===== src/rtl/mux_pkg.sv =====
// Shared types and constants for the 4-channel round-robin select arbiter
// and the 4->1 data mux that it steers.
package mux_pkg;

  localparam int N_CH  = 4;
  localparam int SEL_W = 2;

  typedef enum logic {IDLE, GRANT} arb_state_t;

  typedef logic [SEL_W-1:0] sel_t;

  function automatic logic [N_CH-1:0] sel_onehot(input sel_t s);
    logic [N_CH-1:0] one;
    one = {{(N_CH-1){1'b0}}, 1'b1};
    return one << s;
  endfunction

endpackage


===== src/rtl/rr_sel_arbiter_pick4.sv =====
// Rotating-priority search: first asserted request at or after ptr,
// wrapping modulo 4.
module rr_pick4
  import mux_pkg::*;
(
  input  logic [N_CH-1:0] req,
  input  sel_t            ptr,
  output sel_t            idx,
  output logic            any
);

  // Walk from the farthest offset down so the nearest match is the last to win.
  always_comb begin
    idx = ptr;
    any = 1'b0;
    for (int k = N_CH - 1; k >= 0; k--) begin
      if (req[ptr + sel_t'(k)]) begin
        idx = ptr + sel_t'(k);
        any = 1'b1;
      end
    end
  end

endmodule


===== src/rtl/rr_sel_arbiter.sv =====
// Round-robin arbiter producing the registered select, one-hot grant and
// grant-valid for the downstream 4->1 mux, with a bounded hold per grant.
module rr_sel_arbiter
  import mux_pkg::*;
#(
  parameter int HOLD_MAX = 8
) (
  input  logic            clk,
  input  logic            rst,
  input  logic [N_CH-1:0] req,
  input  logic            done,
  output sel_t            sel,
  output logic [N_CH-1:0] gnt,
  output logic            gnt_valid
);

  localparam logic [7:0] HOLD_LAST = 8'(HOLD_MAX - 1);

  arb_state_t      state_q, state_d;
  sel_t            ptr_q, ptr_d;
  logic [7:0]      hold_cnt_q, hold_cnt_d;
  sel_t            sel_q, sel_d;
  logic [N_CH-1:0] gnt_q, gnt_d;
  logic            vld_q, vld_d;

  sel_t            pick_ptr;
  sel_t            pick_idx;
  logic            pick_any;
  logic            release_w;

  // One picker serves both paths: from IDLE it searches from ptr, on a
  // release it searches from the slot just after the outgoing grantee.
  assign pick_ptr  = (state_q == GRANT) ? sel_q + sel_t'(1) : ptr_q;
  assign release_w = done || !req[sel_q] || (hold_cnt_q == HOLD_LAST);

  rr_pick4 u_pick (
    .req (req),
    .ptr (pick_ptr),
    .idx (pick_idx),
    .any (pick_any)
  );

  always_comb begin
    state_d    = state_q;
    ptr_d      = ptr_q;
    hold_cnt_d = hold_cnt_q;
    sel_d      = sel_q;
    gnt_d      = gnt_q;
    vld_d      = vld_q;

    unique case (state_q)
      IDLE: begin
        if (pick_any) begin
          state_d    = GRANT;
          sel_d      = pick_idx;
          gnt_d      = sel_onehot(pick_idx);
          vld_d      = 1'b1;
          hold_cnt_d = 8'd0;
        end
      end
      GRANT: begin
        if (!release_w) begin
          hold_cnt_d = hold_cnt_q + 8'd1;
        end else begin
          ptr_d = pick_ptr;
          if (pick_any) begin
            sel_d      = pick_idx;
            gnt_d      = sel_onehot(pick_idx);
            vld_d      = 1'b1;
            hold_cnt_d = 8'd0;
          end else begin
            // sel keeps its last code; only the grant qualifiers drop.
            state_d    = IDLE;
            gnt_d      = '0;
            vld_d      = 1'b0;
            hold_cnt_d = 8'd0;
          end
        end
      end
      default: state_d = IDLE;
    endcase
  end

  always_ff @(posedge clk) begin
    if (rst) begin
      state_q    <= IDLE;
      ptr_q      <= '0;
      hold_cnt_q <= 8'd0;
      sel_q      <= '0;
      gnt_q      <= '0;
      vld_q      <= 1'b0;
    end else begin
      state_q    <= state_d;
      ptr_q      <= ptr_d;
      hold_cnt_q <= hold_cnt_d;
      sel_q      <= sel_d;
      gnt_q      <= gnt_d;
      vld_q      <= vld_d;
    end
  end

  assign sel       = sel_q;
  assign gnt       = gnt_q;
  assign gnt_valid = vld_q;

endmodule


===== config.mk =====
export PLATFORM = sky130hd
export DESIGN_NAME = rr_sel_arbiter
export DESIGN_NICKNAME = d
export VERILOG_FILES = /design/src/rtl/mux_pkg.sv /design/src/rtl/rr_sel_arbiter_pick4.sv /design/src/rtl/rr_sel_arbiter.sv
export SDC_FILE = /design/constraint.sdc
export NUM_CORES = 1
export LEC_CHECK = 0
export BUFFER_PORTS_ARGS = -buffer_cell sky130_fd_sc_hd__buf_4
export CORE_MARGIN = 2
export CORE_UTILIZATION = 55
export DETAILED_ROUTE_END_ITERATION = 16
export GPL_ROUTABILITY_DRIVEN = 0
export PLACE_DENSITY_LB_ADDON = 0.05
export REMOVE_ABC_BUFFERS = 1
export SLEW_MARGIN = 30
export SYNTH_ARGS = -nofsm -noshare
export SYNTH_HDL_FRONTEND = slang
export SYNTH_SLANG_ARGS = --single-unit

===== constraint.sdc =====
create_clock -name clk -period 2 [get_ports clk]
set_input_delay 0.4 -clock clk [delete_from_list [all_inputs] [get_ports clk]]
set_output_delay 0.4 -clock clk [all_outputs]
set_load 0.02 [all_outputs]

---- Yosys cells after proc, flatten, opt, wreduce, memory -nomap -nowiden ----
Cells that the tools add are included.
storage, ports and cells
  logic and storage cells ................. 61
  RAM bits ................................ 0
  output and inout bits ................... 7
  memory bits (read-only) ................. 0
  latch bits .............................. 0
  memories ................................ 0
  bits in registers ....................... 18
  input port bits ......................... 7
operators by class
  equality and inequality tests ........... 3
  muxes and demuxes ....................... 35
  add/sub/neg operators ................... 5
  bitwise logic cells ..................... 1
  divide/modulo/power cells ............... 0
  shift operators ......................... 1
  multiply operators ...................... 0
  order comparisons ....................... 5
  reduce and logical (&&, ||, !) cells .... 5
operator list
  cell                   count
  $mux W8                2
  $pmux W8 S2            1
  $lt A2 B3 Y1 const B   5
  $mux W2                7
  $mux W1                13
  $mux W4                3
  $bmux W1 S2            5
  $add A8 B1 Y8 const B  1
  $eq A8 B3 Y1 const B   1
  $pmux W4 S2            1
  $add A2 B1 Y2 const B  2
  $add A2 B2 Y2 const B  2
  $pmux W1 S2            2
  $pmux W2 S2            1
  $reduce_and A2 Y1      2
  $shl A1 B2 Y4 const A  1
  $logic_or A1 B1 Y1     2
  $ne A2 B1 Y1 const B   1
  $ne A2 B2 Y1 const B   1
  $logic_not A1 Y1       1
  $not A1 Y1             1

---- Logic depth before layout (Yosys ltp) ----
Gate-level depths: netlist of the first run.
  depth after elaboration ................. 13
  depth in mapped cells ................... 7
  gate-level depth less buffers ........... 6

---- By module ----
A second synthesis of the first run with hierarchy kept.
second synthesis, totals
  cell total of the unflattened synthesis .. 111
  area, all modules ....................... 942.2 um^2
modules (own cells, without submodules)
  module          area each (um^2)  times used  cells an instance  seq. area each (um^2)
  rr_sel_arbiter  842.1             1           95                 360.3
  rr_pick4        100.1             1           16                 0.0

---- Worst setup path before layout of the first run ----
Ideal clock, no wire load.
  path kind ............................... reg-to-reg
  from .................................... reg sel_q[0] (netlist: sel[0])
  to ...................................... reg sel_q[0] (netlist: sel[0])
  setup time .............................. 0.065 ns
  data required time ...................... 1.935 ns
  buffers on the path ..................... 2
  slack ................................... 0.138 ns
  stages on the path, launching flop included .. 7
  arrival ................................. 1.797 ns
  clock period less this slack ............ 1.862 ns
  cell sequence ........................... dfxtp_1 > buf_6 > mux4_2 > o2111a_2 > buf_6 > o41ai_1 > nor2b_1
on the way
  word-level cells in the longest chain between the ends .. 12
  elaborated cells on any way between the ends .. 30
ends and longest elaborated chain
  what                                             RTL line                                                text
  from (decl)                                      rr_sel_arbiter.sv:22                                    sel_t sel_q, sel_d;
  from (signal assigned)                           rr_sel_arbiter.sv:96                                    sel_q <= sel_d;
  $add A2 B1 Y2                                    rr_sel_arbiter.sv:33                                    assign pick_ptr = (state_q == GRANT) ? sel_q + sel_t'(1) : ptr_q;
  $mux W2                                          rr_sel_arbiter.sv:33
  $add A2 B2 Y2                                    rr_sel_arbiter_pick4.sv:17, rr_sel_arbiter_pick4.sv:18
  $bmux W1 S2                                      rr_sel_arbiter_pick4.sv:17                              if (req[ptr + sel_t'(k)]) begin
  $mux W1 (not written as such)                    rr_sel_arbiter_pick4.sv:17
  $mux W2 or $mux W1 (tied branches) (4 in a row)  rr_sel_arbiter_pick4.sv:17
  $mux W2                                          rr_sel_arbiter.sv:53, rr_sel_arbiter.sv:66
  $mux W2                                          rr_sel_arbiter.sv:62                                    if (!release_w) begin
  $pmux W2 S2                                      rr_sel_arbiter.sv:51                                    unique case (state_q)
Parallel ways exist; a longest one is shown, timed or not. The select of a mux whose other input is x is not followed.
A chain may end at the register's enable or synchronous reset.

---- Worst setup path in the final report of the first run ----
  from .................................... reg state_q
  to ...................................... reg gnt_q[1] (netlist: gnt[1])
on the way
  word-level cells in the longest chain between the ends .. 12
  elaborated cells on any way between the ends .. 29
ends and longest elaborated chain
  what                           RTL line                                                text
  from (decl)                    rr_sel_arbiter.sv:19                                    arb_state_t state_q, state_d;
  from (signal assigned)         rr_sel_arbiter.sv:93                                    state_q <= state_d;
  $mux W2                        rr_sel_arbiter.sv:33
  $add A2 B2 Y2                  rr_sel_arbiter_pick4.sv:17, rr_sel_arbiter_pick4.sv:18
  $bmux W1 S2                    rr_sel_arbiter_pick4.sv:17
  $mux W1 (not written as such)  rr_sel_arbiter_pick4.sv:17
  $mux W2 (4 in a row)           rr_sel_arbiter_pick4.sv:17
  $shl A1 B2 Y4                  mux_pkg.sv:15                                           return one << s;
  $mux W4                        rr_sel_arbiter.sv:66                                    if (pick_any) begin
  $mux W4                        rr_sel_arbiter.sv:62
  $pmux W4 S2                    rr_sel_arbiter.sv:51
  to (signal assigned)           rr_sel_arbiter.sv:97                                    gnt_q <= gnt_d;
  to (decl)                      rr_sel_arbiter.sv:23                                    logic [N_CH-1:0] gnt_q, gnt_d;
Parallel ways exist; a longest one is shown, timed or not. The select of a mux whose other input is x is not followed.

==> results.txt, run 1 <==
Largest cells by area after synthesis: dfxtp_1 (34%), a21oi_1 (5.7%), nor2_1 (4.3%), o211ai_1 (4.3%), nor2b_1 (4.1%)
Netlist cell types: 39
CTS Buffer Depth: 2
HP Class: input pin to flip-flop
Post-route design area: 0.00122 mm2
Largest net degree at the start of global routing: 17
Worst setup margin: 221 ps
Drt first pass iters: 4
Gate power share: 26.7%
Max cap viols: 0
Antenna cells: 0
Final setup viols: 0
Overflow after GRT: 0
FF+latch count, synth: 18
Sw Share: 30.1%
Measured slew at the worst slew-check pin: 458 ps
Highest Clock Rate: 0.562 GHz
Rel. slew slack: 69.5%
# H-tree levels: 1
Yosys top cell by area: dfxtp_1
CTS tree: yes
Worst path max stage delay: 590 ps
Slew Viols, Final: 0
Hold-fix buffers, CTS: 0
Layout area overhead: 14.9%
DR WL/cell: 13.4 um
Die Height: 47.9 um
Outcome: completed
Row count: 15
Post_cts resized: 0
Worst-path clk slew: 100 ps
Syn Std Cell Area: 0.00106 mm2
Pwr Total: 0.854 mW
Post-detail-place hpwl: 1680 um
Peak fanout along the critical path: 14
Crit path launch type: flip-flop
Min cycle time layout: 1780 ps
Number of global-route vias before repair: 836
Core box area: 0.00176 mm2
Final Hold Slack: 400 ps
Async set-reset flop share out of synthesis: 0%
Total wire length: 2210 um
Worst setup EP type: flip-flop
CTS sink cnt: 18
First-pass GRT wire length: 3590 um
Peak supply drop: 0.488 mV
Post-Syn Area per Cell: 8.47 um2
Synth Flop Type: dfxtp_1
Clk Latency, worst-skew pair: 280 ps
Yosys warning count: 0
DR iter-0 viols: 23
Critical Path RT: 2190 ps
Final hold viol count: 0
Critical-path top delay cell: dfxtp_1
Initial antenna violation count: 0
Pint: 0.597 mW
Top-Level Pins: 14
Final Skew: 2.43 ps
DR vias: 981
DRC viols: 0
Layout cell share with drive strength beyond 1: 20.7%
RSZ-0062 raised after global routing: false
PortBufs: 13
Via density per instance: 5.95
CTS Buf Count: 3
Post-synthesis sequential area ratio: 34.0%
Initial Utilization: 60.0%
Sequential Power Share: 48.1%
Place WS: 172 ps
Post-Syn Instances: 125
Tcrit/Tclk final: 88.9%
Dpl cell area: 0.00118 mm2
Die Wd: 47.9 um
Setup_tns: 0 ps
Post-CTS Setup Repair Bufs: 0
Die area: 0.00229 mm2
Nets: 149
Post-route ant nets: 0
Clk pwr share: 25.3%
Crit-path cells: nor2b_1 -> o21a_1 -> a2111oi_2 -> nor2_1 -> a32o_1
P_leak: 0.458 nW
Net switching power: 0.257 mW
Crit path DAT: 1960 ps
Synth top area share: 34.0%
Critical path class: flip-flop to flip-flop
EDFF count, synth: 0
P per Cell Area: 702 mW/mm2
GRT Total Usage: 22.0%
Clock root cell: clkbuf_4
==> metal layers <==
| metal | GRT usage, % | share of wire [%] | routed length (um) | vias to the layer above |
|---|---|---|---|---|
| li1 | - | - | - | 498 |
| met1 | 29.4 | 47 | 1030 | 448 |
| met2 | 35.7 | 48 | 1050 | 31 |
| met3 | 4.53 | 4.3 | 95 | 4 |
| met4 | 6.49 | 1.1 | 25 | 0 |
| met5 | 0 | 0 | 0 | - |
==> worst max-delay path: cells and delay by family, from the launching register on <==
family | cells | cell delay, ps
AOI/OAI and AO/OA | 3 | 860
DFF | 1 | 590
and+or+nand+nor | 2 | 210
==> power by group through the flow <==
stage | Clock (mW) | Combinational, mW | Sequential, mW
6_report | 0.216 | 0.228 | 0.411
5_1_grt | 0.241 | 0.247 | 0.415
4_1_cts | 0.228 | 0.227 | 0.411
3_5_place_dp | 0 | 0.225 | 0.419
3_3_place_gp | 0 | 0.224 | 0.418
2_1_floorplan | 0 | 0.114 | 0.439
==> worst paths after layout <==
kind,startpoint,end,slack [ps],cells after the start
worst max-delay path,state_q$_SDFF_PP0_,gnt[1]$_SDFFE_PP0P_,220,5
worst min-delay path,rst,sel[1]$_SDFFE_PP0P_,400,2
worst max register to register,state_q$_SDFF_PP0_,gnt[1]$_SDFFE_PP0P_,220,5
worst min register to register,gnt[2]$_SDFFE_PP0P_,gnt[2]$_SDFFE_PP0P_,480,2
==> placed cells by master (no fill, tap or decap), drive strengths merged, types with 2 or more instances in the layout <==
cell	instances
o2111ai	2
nor3b	4
and3	3
nand3	3
nand2	10
or2	2
o31ai	3
a21oi	12
o21ai	4
inv	3
nor2b	7
nor2	13
nand2b	3
a32o	3
dfxtp	18
nor3	2
a311oi	2
nand3b	2
buf	18
o211ai	6
clkbuf	4
==> area by class of cell <==
| class | instances | area (um2) |
|---|---|---|
| multi-input combinational | 97 | 642 |
| fill | 164 | 548 |
| sequential | 18 | 360 |
| timing repair buffer | 18 | 135 |
| clock buffer | 4 | 36.3 |
| tap | 25 | 31.3 |
| inverter | 3 | 11.3 |
==> cells by family after synthesis <==
kind of cell | Yosys count | synth area share, %
AO/OA/AOI/OAI | 41 | 28.0
XOR/XNOR | 1 | 0.828
adder cells (fa/ha/maj) | 1 | 1.18
buffers and inverters | 10 | 5.32
flip-flops | 18 | 34.0
multiplexers | 2 | 3.07
AND/OR/NAND/NOR | 52 | 27.5
==> synth_stat cells, types with 3 or more instances <==
cell	count
o21ai_0	4
nand2_1	10
nor2b_1	7
o211ai_1	6
nor2_1	12
buf_2	3
inv_1	3
a32o_1	3
dfxtp_1	18
o31ai_1	3
nand2b_1	3
nor3b_1	4
and3_1	3
nand3_1	3
a21oi_1	12
==> through the flow <==
step / utilization, % / cells
after detailed placement: 66.9 / 161
after CTS: 68.9 / 165
after global placement: 66.9 / 161
final: 68.9 / 165
after floorplan: - / 118
after global routing: 68.9 / 165
==> registers in the layout, summed over array words and instances, names as in the netlist <==
register,cells
sel,2
ptr_q,2
hold_cnt_q,8
state_q,1
gnt,4
gnt_valid,1
Note: power is estimated with default switching activity, not from simulation.
==> inputs of run 2 (changes only) <==
Settings changed: CAP_MARGIN set to 10, CELL_PAD_IN_SITES_DETAIL_PLACEMENT set to 1, CELL_PAD_IN_SITES_GLOBAL_PLACEMENT set to 2, CORE_UTILIZATION 55 to 33.
==> run 2 against run 1 <==
Total power rose by 3.0%. Setup slack worse by 41 ps. Worst hold slack lost 5.5 ps. Routed wire length up 22%.
==> results.txt, run 2 (synthesis gave the netlist of run 1 again) <==
GRT Total Usage: 17.1% (-4.9 points)
Crit path launch type: flip-flop
Slew Viols, Final: 0 (unchanged)
DR WL/cell: 14.6 um (+9.1%)
Drt first pass iters: 4 (unchanged)
Post_cts resized: 0 (unchanged)
DRC viols: 0 (unchanged)
Post-route design area: 0.00125 mm2 (+2.6%)
CTS Buf Count: 3 (unchanged)
CTS tree: yes
Commonest non-fill, non-tap cell in the layout: buf_4
Max reg flops: 8 (unchanged)
Initial antenna violation count: 0 (unchanged)
Highest Clock Rate: 0.550 GHz (-2.2%)
Critical Path RT: 2190 ps (about the same)
Hold Crit Endpoint: ptr_q[0]$_SDFFE_PP0P_
Post-CTS Setup Repair Bufs: 0 (unchanged)
Nets: 150 (+0.67%)
DR vias: 1002 (+2.1%)
Total wire length: 2700 um (+22%)
RSZ-0062 raised after global routing: false
Largest reg by FF count: hold_cnt_q
CTS Buffer Depth: 2 (unchanged)
Measured slew at the worst slew-check pin: 432 ps (-26.2 ps)
Worst R2R End: sel[0]$_SDFFE_PP0P_
Rel. slew slack: 71.2% (+1.7 points)
Most frequent cells in the layout: buf_4 (19), dfxtp_1 (18), nor2_1 (12), a21oi_1 (12), nand2_1 (10)
CTS sink cnt: 18 (unchanged)
Number of global-route vias before repair: 990 (+18%)
Die Height: 60.6 um (+27%)
HP Class: input pin to flip-flop
Overflow after GRT: 0 (unchanged)
Die Wd: 60.6 um (+27%)
Post-route ant nets: 0 (unchanged)
Clock root cell: clkbuf_4
Post-detail-place hpwl: 2020 um (+20%)
RR Startpoint: sel[0]$_SDFFE_PP0P_
Largest net degree at the start of global routing: 17 (unchanged)
Outcome: completed
Initial Utilization: 34.7% (-25 points)
Worst setup EP type: flip-flop
Final hold viol count: 0 (unchanged)
Final setup viols: 0 (unchanged)
Hold Crit Start: rst
Max cap viols: 0 (unchanged)
Crit path DAT: 2010 ps (+50 ps)
Antenna cells: 0 (unchanged)
Die area: 0.00368 mm2 (+60%)
First-pass GRT wire length: 4780 um (+33%)
Core box area: 0.00305 mm2 (+73%)
Dpl cell area: 0.00121 mm2 (+2.7%)
Layout cell share with drive strength beyond 1: 21.3% (+0.56 points)
Via density per instance: 5.42 (-8.9%)
P per Cell Area: 705 mW/mm2 (+0.39%)
Layout area overhead: 17.8%
Top-Level Pins: 14 (unchanged)
Worst-path clk slew: 110 ps (about the same)
Peak supply drop: 0.384 mV (-21%)
PortBufs: 13 (unchanged)
DR iter-0 viols: 69 (+200%)
# H-tree levels: 1 (unchanged)
Min cycle time layout: 1820 ps (+40.9 ps)
Setup_tns: 0 ps (unchanged)
R2R cell count: 5 (unchanged)
Row count: 20 (+5)
Peak fanout along the critical path: 12 (-2)
Flop-to-flop setup slack: 180 ps (-40 ps)
Layout Utilization: 40.9% (-28 points)
Critical path class: flip-flop to flip-flop
Final Skew: 3.25 ps (+0.817 ps)
Hold-fix buffers, CTS: 0 (unchanged)
Hold depth: 2 (unchanged)
P_leak: 0.463 nW (+1.0%)
Tcrit/Tclk final: 91.0% (+2.0 points)
Clk Latency, worst-skew pair: 290 ps (about the same)
-- run 2: changes by cell type in the layout (fill, tap and decap cells not counted), sizes merged --
cell / delta
buf: +1
-- run 2: worst max-delay path, stage by stage, from the launching register on --
cell and delay, ps:
dfxtp_1 430, mux4_2 580, o2111a_2 250, o21ai_0 230, o41ai_1 100, nor2b_1 140
-- run 2: metal layers --
metal	vias to the layer above	share of wire [%]	global-route usage (%)	wire, um
met5	-	0	0	0
met4	0	0.70	2.80	19
met3	2	3.1	4.05	83
met2	11	45	26.4	1220
met1	486	51	24.8	1370
li1	503	-	-	-
-- run 2: worst max-delay path by stage --
stage,slack (ps),depth (start not counted),end,from
after floorplan,100,4,gnt[0]$_SDFFE_PP0P_,sel[0]$_SDFFE_PP0P_
after global placement,80,6,sel[0]$_SDFFE_PP0P_,req[1]
after detailed placement,140,6,gnt[3]$_SDFFE_PP0P_,req[1]
after CTS,190,6,gnt[3]$_SDFFE_PP0P_,sel[0]$_SDFFE_PP0P_
after global routing,20,6,gnt[3]$_SDFFE_PP0P_,sel[0]$_SDFFE_PP0P_
final,180,5,sel[0]$_SDFFE_PP0P_,sel[0]$_SDFFE_PP0P_
-- run 2: area by class of cell --
cell class                 instances  area, um2
fill                             378       1810
sequential                        18        360
tap                               44       55.1
inverter                           3       11.3
timing repair buffer              19        143
multi-input combinational         97        642
clock buffer                       4       36.3
-- run 2: where the power goes --
group | internal [mW] | switching (mW) | total, mW | leakage, nW
Combinational | 0.109 | 0.134 | 0.243 | 0.295
Sequential | 0.383 | 0.0255 | 0.409 | 0.147
Clock | 0.111 | 0.117 | 0.228 | 0.0210
-- run 2: metrics by stage --
step                std cells  power (mW)  hold WS (ps)  setup WS (ps)
global route              185       0.940           379           17.6
global placement          181       0.659           442           82.6
finish                    185       0.880           395            180
detailed placement        181       0.661           458            144
floorplan                 118       0.553           435            102
CTS                       185       0.893           394            194
